<file path="src/rtl/intr_pkg.sv">
// Shared definitions for the interrupt controller slice.
// Contents: FSM state type, default parameter values, and a helper that
// returns the lowest set bit index of a vector (fixed-priority arbitration).
package intr_pkg;

  localparam int unsigned NUM_SRC_DEF     = 8;
  localparam int unsigned SYNC_STAGES_DEF = 2;
  localparam int unsigned MAX_SRC         = 32;

  typedef enum logic [1:0] {IDLE, REQ, ACK} intr_state_t;

  // Lowest index wins; returns 0 when no bit is set (caller qualifies with |vec).
  function automatic logic [4:0] lowest_set(input logic [MAX_SRC-1:0] vec);
    logic [4:0] idx;
    logic       found;
    idx   = '0;
    found = 1'b0;
    for (int unsigned i = 0; i < MAX_SRC; i++) begin
      if (vec[i] && !found) begin
        idx   = 5'(i);
        found = 1'b1;
      end
    end
    return idx;
  endfunction

endpackage

</file>
<file path="src/rtl/intr_ctrl_if.sv">
// INT/intTaken handshake between the interrupt controller and the CU.
//   INT       : request to the CU
//   int_id    : index of the requested source, valid while INT=1
//   int_taken : CU acknowledge, high for 2 cycles per trap entry
// modport master = controller side, modport slave = CU side.
interface intr_ctrl_if #(
  parameter int unsigned NUM_SRC = intr_pkg::NUM_SRC_DEF
);
  localparam int unsigned ID_W = $clog2(NUM_SRC);

  logic            INT;
  logic [ID_W-1:0] int_id;
  logic            int_taken;

  modport master (output INT, output int_id, input int_taken);
  modport slave  (input INT, input int_id, output int_taken);
endinterface

</file>
<file path="src/rtl/intr_sync_edge.sv">
// Multi-flop synchronizer plus rising-edge detector for a vector of
// asynchronous level inputs.
//   clk, rst_n : clock, asynchronous active-low reset
//   din        : asynchronous levels
//   rise       : one-cycle pulse per synchronized rising edge
module intr_sync_edge #(
  parameter int unsigned WIDTH  = 8,
  parameter int unsigned STAGES = 2
) (
  input  logic             clk,
  input  logic             rst_n,
  input  logic [WIDTH-1:0] din,
  output logic [WIDTH-1:0] rise
);

  logic [STAGES-1:0][WIDTH-1:0] stage;
  logic [WIDTH-1:0]             prev;
  logic [WIDTH-1:0]             primed;
  logic [STAGES-1:0]            warm;
  logic [WIDTH-1:0]             sync_out;

  assign sync_out = stage[STAGES-1];

  // A source only becomes edge-capable once a low level has been seen at the
  // synchronizer output after the chain has refilled from reset (warm). This
  // keeps a source held high across reset from producing an event.
  always_ff @(posedge clk or negedge rst_n) begin
    if (!rst_n) begin
      stage  <= '0;
      prev   <= '0;
      primed <= '0;
      warm   <= '0;
    end else begin
      stage[0] <= din;
      for (int unsigned k = 1; k < STAGES; k++) begin
        stage[k] <= stage[k-1];
      end
      prev   <= sync_out;
      warm   <= {warm[STAGES-2:0], 1'b1};
      if (warm[STAGES-1]) begin
        primed <= primed | ~sync_out;
      end
    end
  end

  assign rise = sync_out & ~prev & primed;

endmodule

</file>
<file path="src/rtl/intr_ctrl.sv">
// Interrupt controller: latches synchronized rising edges of irq_src as
// pending, applies an enable mask and the global MIE bit, and presents one
// fixed-priority (lowest index) request to the CU over the INT/intTaken
// handshake, retiring it exactly once per trap entry.
//   CLK, RST_N  : clock, asynchronous active-low reset
//   irq_src     : asynchronous source levels (rising edge = event)
//   mie         : global interrupt enable
//   mask_we     : mask write strobe, mask_wdata : new mask
//   pend_clr    : software clear pulses for pending bits
//   cu          : INT / int_id / int_taken handshake (master side)
//   pending     : pending register, mask : enable-mask register
module intr_ctrl
  import intr_pkg::*;
#(
  parameter int unsigned NUM_SRC     = NUM_SRC_DEF,
  parameter int unsigned SYNC_STAGES = SYNC_STAGES_DEF
) (
  input  logic               CLK,
  input  logic               RST_N,
  input  logic [NUM_SRC-1:0] irq_src,
  input  logic               mie,
  input  logic               mask_we,
  input  logic [NUM_SRC-1:0] mask_wdata,
  input  logic [NUM_SRC-1:0] pend_clr,
  intr_ctrl_if.master        cu,
  output logic [NUM_SRC-1:0] pending,
  output logic [NUM_SRC-1:0] mask
);

  localparam int unsigned ID_W = $clog2(NUM_SRC);

  logic [NUM_SRC-1:0] rise;
  logic [NUM_SRC-1:0] eligible;
  logic [NUM_SRC-1:0] ack_vec;
  logic [MAX_SRC-1:0] elig_wide;
  logic [ID_W-1:0]    win_id;
  logic [ID_W-1:0]    id_q;
  logic [ID_W-1:0]    id_d;
  intr_state_t        state_q;
  intr_state_t        state_d;
  logic               int_q;

  intr_sync_edge #(
    .WIDTH  (NUM_SRC),
    .STAGES (SYNC_STAGES)
  ) u_sync (
    .clk   (CLK),
    .rst_n (RST_N),
    .din   (irq_src),
    .rise  (rise)
  );

  assign eligible = pending & mask;

  always_comb begin
    elig_wide                = '0;
    elig_wide[NUM_SRC-1:0]   = eligible;
    win_id                   = ID_W'(lowest_set(elig_wide));
  end

  always_ff @(posedge CLK or negedge RST_N) begin
    if (!RST_N) begin
      mask <= '0;
    end else if (mask_we) begin
      mask <= mask_wdata;
    end
  end

  // Set dominates clear: a new edge in the same cycle as its ack survives.
  always_ff @(posedge CLK or negedge RST_N) begin
    if (!RST_N) begin
      pending <= '0;
    end else begin
      pending <= (pending & ~(pend_clr | ack_vec)) | rise;
    end
  end

  always_ff @(posedge CLK or negedge RST_N) begin
    if (!RST_N) begin
      state_q <= IDLE;
      id_q    <= '0;
      int_q   <= 1'b0;
    end else begin
      state_q <= state_d;
      id_q    <= id_d;
      int_q   <= (state_d == REQ);
    end
  end

  always_comb begin
    state_d = state_q;
    id_d    = id_q;
    ack_vec = '0;
    unique case (state_q)
      IDLE: begin
        if (mie && (|eligible)) begin
          id_d    = win_id;
          state_d = REQ;
        end
      end
      REQ: begin
        // Ack takes precedence over withdrawal.
        if (cu.int_taken) begin
          ack_vec[id_q] = 1'b1;
          state_d       = ACK;
        end else if (!mie || !eligible[id_q]) begin
          state_d = IDLE;
        end
      end
      ACK: begin
        if (!cu.int_taken) begin
          state_d = IDLE;
        end
      end
      default: state_d = IDLE;
    endcase
  end

  assign cu.INT    = int_q;
  assign cu.int_id = id_q;

endmodule

</file>
<file path="src/flat_wrapper.sv">
// flat-port wrapper written by rule: the top's interface ports become plain ports
module intr_ctrl_flat import intr_pkg::*;
#(
  parameter int unsigned NUM_SRC     = NUM_SRC_DEF,
  parameter int unsigned SYNC_STAGES = SYNC_STAGES_DEF
)
  (CLK, RST_N, irq_src, mie, mask_we, mask_wdata, pend_clr, pending, mask, cu_INT, cu_int_id, cu_int_taken);
  intr_ctrl_if #(.NUM_SRC(NUM_SRC)) cu_i ();
  input  logic CLK;
  input  logic RST_N;
  input  logic [NUM_SRC-1:0] irq_src;
  input  logic mie;
  input  logic mask_we;
  input  logic [NUM_SRC-1:0] mask_wdata;
  input  logic [NUM_SRC-1:0] pend_clr;
  output logic [NUM_SRC-1:0] pending;
  output logic [NUM_SRC-1:0] mask;
  output wire logic [$bits(cu_i.INT)-1:0] cu_INT;
  output wire logic [$bits(cu_i.int_id)-1:0] cu_int_id;
  input wire logic [$bits(cu_i.int_taken)-1:0] cu_int_taken;
  assign cu_INT = cu_i.INT;
  assign cu_int_id = cu_i.int_id;
  assign cu_i.int_taken = cu_int_taken;
  intr_ctrl #(.NUM_SRC(NUM_SRC), .SYNC_STAGES(SYNC_STAGES)) u_core (.CLK(CLK), .RST_N(RST_N), .irq_src(irq_src), .mie(mie), .mask_we(mask_we), .mask_wdata(mask_wdata), .pend_clr(pend_clr), .cu(cu_i), .pending(pending), .mask(mask));
endmodule
</file>
<file path="config.mk">
export PLATFORM = sky130hd
export DESIGN_NAME = intr_ctrl_flat
export DESIGN_NICKNAME = d
export VERILOG_FILES = /design/src/rtl/intr_pkg.sv /design/src/rtl/intr_ctrl_if.sv /design/src/rtl/intr_sync_edge.sv /design/src/rtl/intr_ctrl.sv /design/src/flat_wrapper.sv
export SDC_FILE = /design/constraint.sdc
export NUM_CORES = 1
export LEC_CHECK = 0
export ABC_AREA = 1
export ABC_CLOCK_PERIOD_IN_PS = 1300
export CORE_MARGIN = 4
export CORE_UTILIZATION = 49
export DETAILED_ROUTE_END_ITERATION = 7
export GPL_ROUTABILITY_DRIVEN = 1
export PLACE_DENSITY = 0.78
export SYNTH_ARGS = -nofsm -noshare
export SYNTH_HDL_FRONTEND = slang
export SYNTH_HIERARCHICAL = 1
export SYNTH_SLANG_ARGS = --single-unit
</file>
<file path="constraint.sdc">
create_clock -name CLK -period 1.3 [get_ports CLK]
set_input_delay 0.13 -clock CLK [delete_from_list [all_inputs] [get_ports CLK]]
set_output_delay 0.13 -clock CLK [all_outputs]
set_load 0.02 [all_outputs]
</file>
==> results of run 1 <==
## routing by layer
metal | global-route usage [%] | up-vias
met4 | 8.30 | 0
met2 | 27.5 | 51
met5 | 0 | -
met3 | 5.27 | 8
li1 | - | 770
met1 | 20.4 | 730
## logic make-up after synthesis
group           Yosys count  share of synthesized area, %
other cells               1                         0.173
buf+inv                  39                          7.15
compound gates           15                          4.90
flops                    56                          64.6
simple gates             95                          19.0
mux                       8                          4.15
## power groups by stage
stage | combinational, mW | sequential (mW) | clock [mW]
2_1_floorplan | 0.451 | 2.18 | 0
3_3_place_gp | 1.04 | 2.07 | 0
3_5_place_dp | 1.05 | 2.08 | 0
4_1_cts | 0.988 | 2.04 | 1.33
5_1_grt | 1.11 | 2.07 | 1.40
6_report | 1.01 | 2.04 | 1.28
## final cells by class
type	count	area (µm²)
Inverter	36	138
Sequential cell	56	1400
Clock inverter	2	60.1
Clock buffer	5	68.8
Multi-Input combinational cell	119	626
Fill cell	336	1260
Tap cell	50	62.6
Timing Repair Buffer	56	527
## flip-flops by register name, indices dropped and copies added, names as in the netlist
signal	flops
u_core/u_sync/primed	8
u_core/cu.INT	1
u_core/u_sync/stage	8
u_core/u_sync/sync_out	8
u_core/state_q	2
u_core/cu.int_id	3
u_core/u_sync/warm	2
u_core/u_sync/prev	8
u_core/mask	8
u_core/pending	8
## what timing repair did
action / 4_1_cts / 5_1_grt
hold buffers: 1 / 0
gates resized for setup: 20 / 6
hold endpoints to repair: 13 / 0
endpoints found under the setup margin: 20 / 6
buffers inserted: 0 / 1
pin swaps: 0 / 1
## stage by stage
stage,hold WS [ps],total power [mW]
after floorplan,-166,2.64
after global placement,62.3,3.11
after detailed placement,61.2,3.13
after CTS,243,4.36
after global routing,233,4.57
final,256,4.33
## worst paths after layout
check                                       endpoint  slack [ps]  cells past startpoint                    from
min reg2reg                u_core/u_sync/sync_out[2]         350                      0  u_core/u_sync/stage[2]
min                                   u_core/mask[0]         260                      2                   RST_N
min in group CLK              u_core/u_sync/stage[2]         260                      1              irq_src[2]
max in group asynchronous  u_core/u_sync/sync_out[3]         510                      3                   RST_N
max reg2reg                      u_core/cu.int_id[2]          70                      8       u_core/pending[2]
max                                     cu_int_id[2]          50                      1     u_core/cu.int_id[2]
## layout by cell type, fill, tap and decap left out, types with 3 or more instances in the layout
| cell type | count |
|---|---|
| dfrtp_1 | 56 |
| nand2_1 | 50 |
| inv_1 | 35 |
| clkdlybuf4s50_1 | 27 |
| nor2_1 | 21 |
| dlygate4sd2_1 | 19 |
| nand3_1 | 9 |
| mux2_2 | 8 |
| nand2_2 | 6 |
| buf_4 | 6 |
| clkbuf_8 | 5 |
| o31ai_1 | 4 |
| o21bai_1 | 3 |
==> impl_metrics.csv, run 1 <==
group,metric,value,unit
cells_and_area,syn_to_final_growth,32.9,%
run_status,outcome,"complete, no violations",
place,dp_slack,44.9,ps
place,placed_area,2750,µm²
place,hpwl,3.12,mm
logic_synthesis,synthDistinctLibCells,23,
logic_synthesis,synth-seq-cells,56,
drt,vias_per_cell,4.81,
timing,fin_crit_sh,96.3,%
drt,top_layer_used,"met4",
worst_setup_path,path_class,"reg -> out",
drt,routed_wl,4.19,mm
floorplanning,coreArea,4140,µm²
power_and_ir_drop,p_clk_share,29.6,%
cells_and_area,nNetsFinal,303,
global_route,overflow,0,
power_and_ir_drop,ir_drop,0.850,mV
power_and_ir_drop,leakage,1.47,nW
cells_and_area,fin_util,69.6,%
logic_synthesis,netlist_area,2170,µm²
clock_tree,cts_sinks,56,
worst_hold_path,hold_path_class,"in -> async",
power_and_ir_drop,p_int,3.08,mW
drt,dr_wl_met2,2.14,mm
place,gp_congestion,0.890,
timing,finalCriticalPeriod,1250,ps
power_and_ir_drop,power.switching,1.25,mW
floorplanning,die_x,74.5,µm
logic_synthesis,synth_nets,243,
place,place_inst,315,
clock_tree,clockBufferDepth,2,
worst_setup_path,arrival,1120,ps
clock_tree,cts-root-buf,"clkbuf_8",
worst_setup_path,cp_cell_sequence,"dlygate4sd2_1",
worst_setup_path,cp_slowest_stage_delay,450,ps
logic_synthesis,postSynthAreaPerCell,10.1,µm²
timing,tns,0,ps
drt,dr.pass1.iters,5,
floorplanning,io_pins,49,
worst_setup_path,worstSetupEndpointType,"primary output",
floorplanning,rows,23,
drt,drc,0,
logic_synthesis,synth_common_cells,"56 x dfrtp_1, 52 x nand2_1, 35 x inv_1",
clock_tree,clk_latency,300,ps
drt,drtIter0Drc,97,
timing,hold_viol,0,
place,portBuffers,48,
logic_synthesis,syn_inst,214,
floorplanning,start_util,52.4,%
logic_synthesis,ys_seq_area_share,64.6,%
logic_synthesis,synth_top_area_share,64.6,%
drt,vias,1559,
global_route,grt_max_degree,29,
worst_setup_path,cpLargestDelayFamily,"flip-flops",
clock_tree,cts_tree,"built",
clock_tree,numCtsBuffers,5,
timing,fmax,799,MHz
logic_synthesis,synth-edff-count,0,
power_and_ir_drop,p_comb_share,23.2,%
drt,wire_per_inst,12.9,µm
floorplanning,die_height,74.5,µm
timing,fin_skew,4.58,ps
logic_synthesis,async_flop_share,100,%
logic_synthesis,ys.flop_type,"dfrtp_1",
worst_setup_path,crit_fanout,6,
worst_setup_path,cp.required,1170,ps
cells_and_area,diodes,0,
floorplanning,dieArea,5560,µm²
timing,layout_setup_ws,47.9,ps
timing,setup_viol,0,
logic_synthesis,ys_warn_count,6,
job,maxCapViolations,0,
drt,postRouteAntennaNets,0,
cells_and_area,final_cell_area,2880,µm²
clock_tree,clk_pin_slew,90,ps
drt,met1_length,1.67,mm
clock_tree,htreeDepth,2,
global_route,antenna_found_initial,0,
timing,grt_setup_unrepaired,"true",
worst_setup_path,slowest_stage,"dfrtp_1",
power_and_ir_drop,switching_share,28.9,%
logic_synthesis,synth_area_leaders,"dfrtp_1 65%, nand2_1 9.0%, inv_1 6.1%",
global_route,grt_pass1_vias,1517,
global_route,grt_usage,16.9,%
logic_synthesis,synth_most_common_cell,"dfrtp_1",
cells_and_area,final_layout_size_suffix_gt1_share,13.1,%
worst_setup_path,crit_path_start_kind,"flop",
cells_and_area,fin_cells,324,
timing,final_max_slew_viol_count,0,
global_route,grt_pass1_wl,6.87,mm
power_and_ir_drop,p_per_area,1500,nW/µm²
drt,dr_wl_met3,298,µm
logic_synthesis,yosysTopAreaCell,"dfrtp_1",
worst_setup_path,critPathBufInv,1,
power_and_ir_drop,seq_power_share,47.2,%
Power figures use the tool's default switching activity.
==> run 2, diff against run 1 <==
--- a/config.mk
+++ b/config.mk
@@ -5,13 +5,13 @@
 export SDC_FILE = /design/constraint.sdc
 export NUM_CORES = 1
 export LEC_CHECK = 0
-export ABC_AREA = 1
+export ABC_AREA = 0
 export ABC_CLOCK_PERIOD_IN_PS = 1300
 export CORE_MARGIN = 4
 export CORE_UTILIZATION = 49
 export DETAILED_ROUTE_END_ITERATION = 7
 export GPL_ROUTABILITY_DRIVEN = 1
-export PLACE_DENSITY = 0.78
+export PLACE_DENSITY = 0.79
 export SYNTH_ARGS = -nofsm -noshare
 export SYNTH_HDL_FRONTEND = slang
 export SYNTH_HIERARCHICAL = 1
==> run 2 against run 1 <==
Against the previous run: synthesized cell count down 21%; core utilization up 2.3 points; worst setup slack worse by 470 ps; critical path type is now reg -> reg; sequential share of layout area down 0.46 points; global-route usage up 0.57 points; worst hold slack worse by 50 ps; cell count down 7.4%; cell area up 1.1%; critical endpoint is now u_core/cu.int_id[0]; the flow now finishes with violations (setup timing).
==> impl_metrics.csv, run 2 <==
group,metric,value,unit
logic_synthesis,synth-seq-cells,56,
worst_setup_path,cp.required,1490,ps
cells_and_area,multi_input_area,628,µm²
logic_synthesis,synth_most_common_cell,"dfrtp_1",
logic_synthesis,ys.flop_type,"dfrtp_1",
worst_setup_path,critPathBufInv,0,
global_route,grt_pass1_vias,1545,
drt,dr.pass1.iters,4,
logic_synthesis,netlist_area,2090,µm²
clock_tree,clockBufferDepth,2,
cells_and_area,nNetsFinal,278,
floorplanning,die_x,73.3,µm
power_and_ir_drop,leakage,1.36,nW
cells_and_area,seq_area,1400,µm²
cells_and_area,syn_to_final_growth,39.5,%
worst_setup_path,cp_slowest_stage_delay,410,ps
floorplanning,die_height,73.3,µm
drt,postRouteAntennaNets,0,
clock_tree,cts_tree,"built",
global_route,grt_usage,17.5,%
logic_synthesis,async_flop_share,100,%
place,hpwl,3.24,mm
timing,fin_crit_sh,132,%
global_route,grt_max_degree,21,
logic_synthesis,syn_inst,168,
floorplanning,start_util,51.5,%
clock_tree,clk_pin_slew,100,ps
logic_synthesis,synthDistinctLibCells,27,
global_route,overflow,0,
cells_and_area,num-fill-cells,298,
timing,final_max_slew_viol_count,0,
drt,routed_wl,4.33,mm
cells_and_area,fin_cells,300,
floorplanning,io_pins,49,
worst_setup_path,r2r-end,"u_core/cu.int_id[0]",
global_route,antenna_found_initial,0,
worst_setup_path,crit_end,"u_core/cu.int_id[0]",
drt,vias_per_cell,5.12,
run_status,violations,"setup timing",
logic_synthesis,synth_top_area_share,67.1,%
place,place_inst,289,
clock_tree,cts-root-buf,"clkbuf_8",
cells_and_area,mostFrequentLayoutCell,"dfrtp_1",
cells_and_area,final_layout_size_suffix_gt1_share,28.4,%
worst_setup_path,cp.depth,4,
logic_synthesis,synth_area_leaders,"dfrtp_1 67%, mux2_2 4.3%, nand2_1 4.0%",
logic_synthesis,yosysTopAreaCell,"dfrtp_1",
timing,fmax,582,MHz
worst_setup_path,regToRegStartpoint,"u_core/pending[2]",
timing,grt_setup_unrepaired,"true",
worst_setup_path,crit_path_start_kind,"flop",
job,maxCapViolations,0,
timing,fin_skew,8.39,ps
logic_synthesis,synth_common_cells,"56 x dfrtp_1, 22 x nand2_1, 16 x inv_1",
clock_tree,cts_sinks,56,
place,portBuffers,48,
floorplanning,dieArea,5370,µm²
worst_setup_path,worstRegToRegCells,4,
floorplanning,coreArea,4060,µm²
place,gp_congestion,0.843,
worst_setup_path,cpLargestDelayFamily,"compound AO/OA/AOI/OAI gates",
worst_hold_path,hold_path_class,"in -> async",
drt,wire_per_inst,14.4,µm
logic_synthesis,synth_nets,197,
clock_tree,numCtsBuffers,5,
timing,hold_viol,0,
worst_setup_path,path_class,"reg -> reg",
timing,finalCriticalPeriod,1720,ps
power_and_ir_drop,total_power,4.22,mW
global_route,grt_pass1_wl,7.09,mm
timing,setup_viol,5,
worst_setup_path,slowest_stage,"dfrtp_2",
cells_and_area,final_cell_mix,"54 x dfrtp_1, 28 x buf_4, 27 x clkdlybuf4s50_1",
logic_synthesis,synth-edff-count,0,
clock_tree,htreeDepth,2,
worst_setup_path,cp_cell_sequence,"a22o_1 > a221o_1 > o31ai_4 > mux2_1",
worst_setup_path,crit_fanout,4,
power_and_ir_drop,p_per_area,1450,nW/µm²
worst_setup_path,worstSetupEndpointType,"flop",
logic_synthesis,ys_seq_area_share,67.1,%
floorplanning,rows,23,
cells_and_area,diodes,0,
clock_tree,clk_latency,310,ps
timing,layout_setup_ws,-417,ps
worst_setup_path,cp-startpoint,"u_core/pending[2]",
worst_setup_path,arrival,1910,ps
power_and_ir_drop,ir_drop,0.931,mV
drt,drtIter0Drc,101,
drt,drc,0,
drt,vias,1535,
logic_synthesis,ys_warn_count,6,
logic_synthesis,postSynthAreaPerCell,12.4,µm²
run_status,outcome,"finished, violations left",
worst_setup_path,rrSetupSlack,-420,ps
[run 2: through the flow]
step | utilization, % | worst slack [ps] | TNS (ps) | cell area, µm² | hold slack, ps
floorplan | - | -396 | -1210 | 2090 | -166
global placement | 69.6 | -352 | -1570 | 2820 | -1.46
detailed placement | 69.6 | -404 | -1780 | 2820 | 1.69
CTS | 72.1 | -421 | -1240 | 2920 | 207
global route | 71.8 | -460 | -1630 | 2920 | 213
finish | 71.8 | -417 | -1370 | 2920 | 206
[run 2: where the power goes]
group          internal (mW)  switching (mW)  total [mW]
Clock                  0.394           0.572       0.966
Combinational          0.595           0.627        1.22
Sequential              1.91           0.124        2.03
[run 2: worst min path at each step]
| stage | startpoint | endpoint | slack [ps] | cells after the start |
|---|---|---|---|---|
| 4_1_cts | RST_N | u_core/pending[0] | 210 | 2 |
| 5_1_grt | RST_N | u_core/mask[3] | 210 | 2 |
| 6_report | RST_N | u_core/mask[3] | 210 | 2 |
| 2_1_floorplan | RST_N | u_core/cu.INT | -170 | 0 |
| 3_3_place_gp | RST_N | u_core/pending[0] | -1 | 1 |
| 3_5_place_dp | RST_N | u_core/pending[0] | 2 | 1 |
[run 2: logic make-up after synthesis]
| group | Yosys count | synth area share (%) |
|---|---|---|
| other | 1 | 0.179 |
| and+or+nand+nor | 47 | 10.2 |
| DFF | 56 | 67.1 |
| muxes | 10 | 5.39 |
| AOI/OAI and AO/OA | 34 | 13.2 |
| buffers and inverters | 20 | 3.95 |
[run 2: worst reg2reg max path: cells and delay by family, from the launching register on]
kind / cells / cell delay (ps)
AOI/OAI and AO/OA: 3 / 830
muxes: 1 / 360
DFF: 1 / 410
[run 2: repair_timing]
| item | in CTS | in global routing |
|---|---|---|
| cloned | 0 | 0 |
| buffers inserted | 1 | 1 |
| pin swaps | 2 | 2 |
| endpoints found under the setup margin | 33 | 24 |
| hold endpoints to repair | 56 | 0 |
| gates resized for setup | 31 | 17 |
| hold buffers | 1 | 0 |
[run 2: layout make-up]
class | instances | share of cell area [%]
clock buffers | 5 | 2.36
clock inverters | 3 | 0.858
inverters | 16 | 2.06
multi-input cells | 92 | 21.5
flip-flops and latches | 56 | 48.2
well taps | 50 | 2.15
repair buffers | 78 | 22.9
[run 2: layer usage]
layer	global-route usage, %	routed length [µm]	up-vias	part of all wire (%)
met2	28.3	1970	72	45
li1	-	-	730	-
met4	6.04	130	0	3.0
met1	22.7	1850	719	43
met3	4.92	382	14	8.8
met5	0	0	-	0
==> run 3, diff against run 2 <==
--- a/config.mk
+++ b/config.mk
@@ -7,6 +7,7 @@
 export LEC_CHECK = 0
 export ABC_AREA = 0
 export ABC_CLOCK_PERIOD_IN_PS = 1300
+export CAP_MARGIN = 40
 export CORE_MARGIN = 4
 export CORE_UTILIZATION = 49
 export DETAILED_ROUTE_END_ITERATION = 7
==> results of run 3 <==
No change in the layout: final DEF, timing and power equal those of run 2.
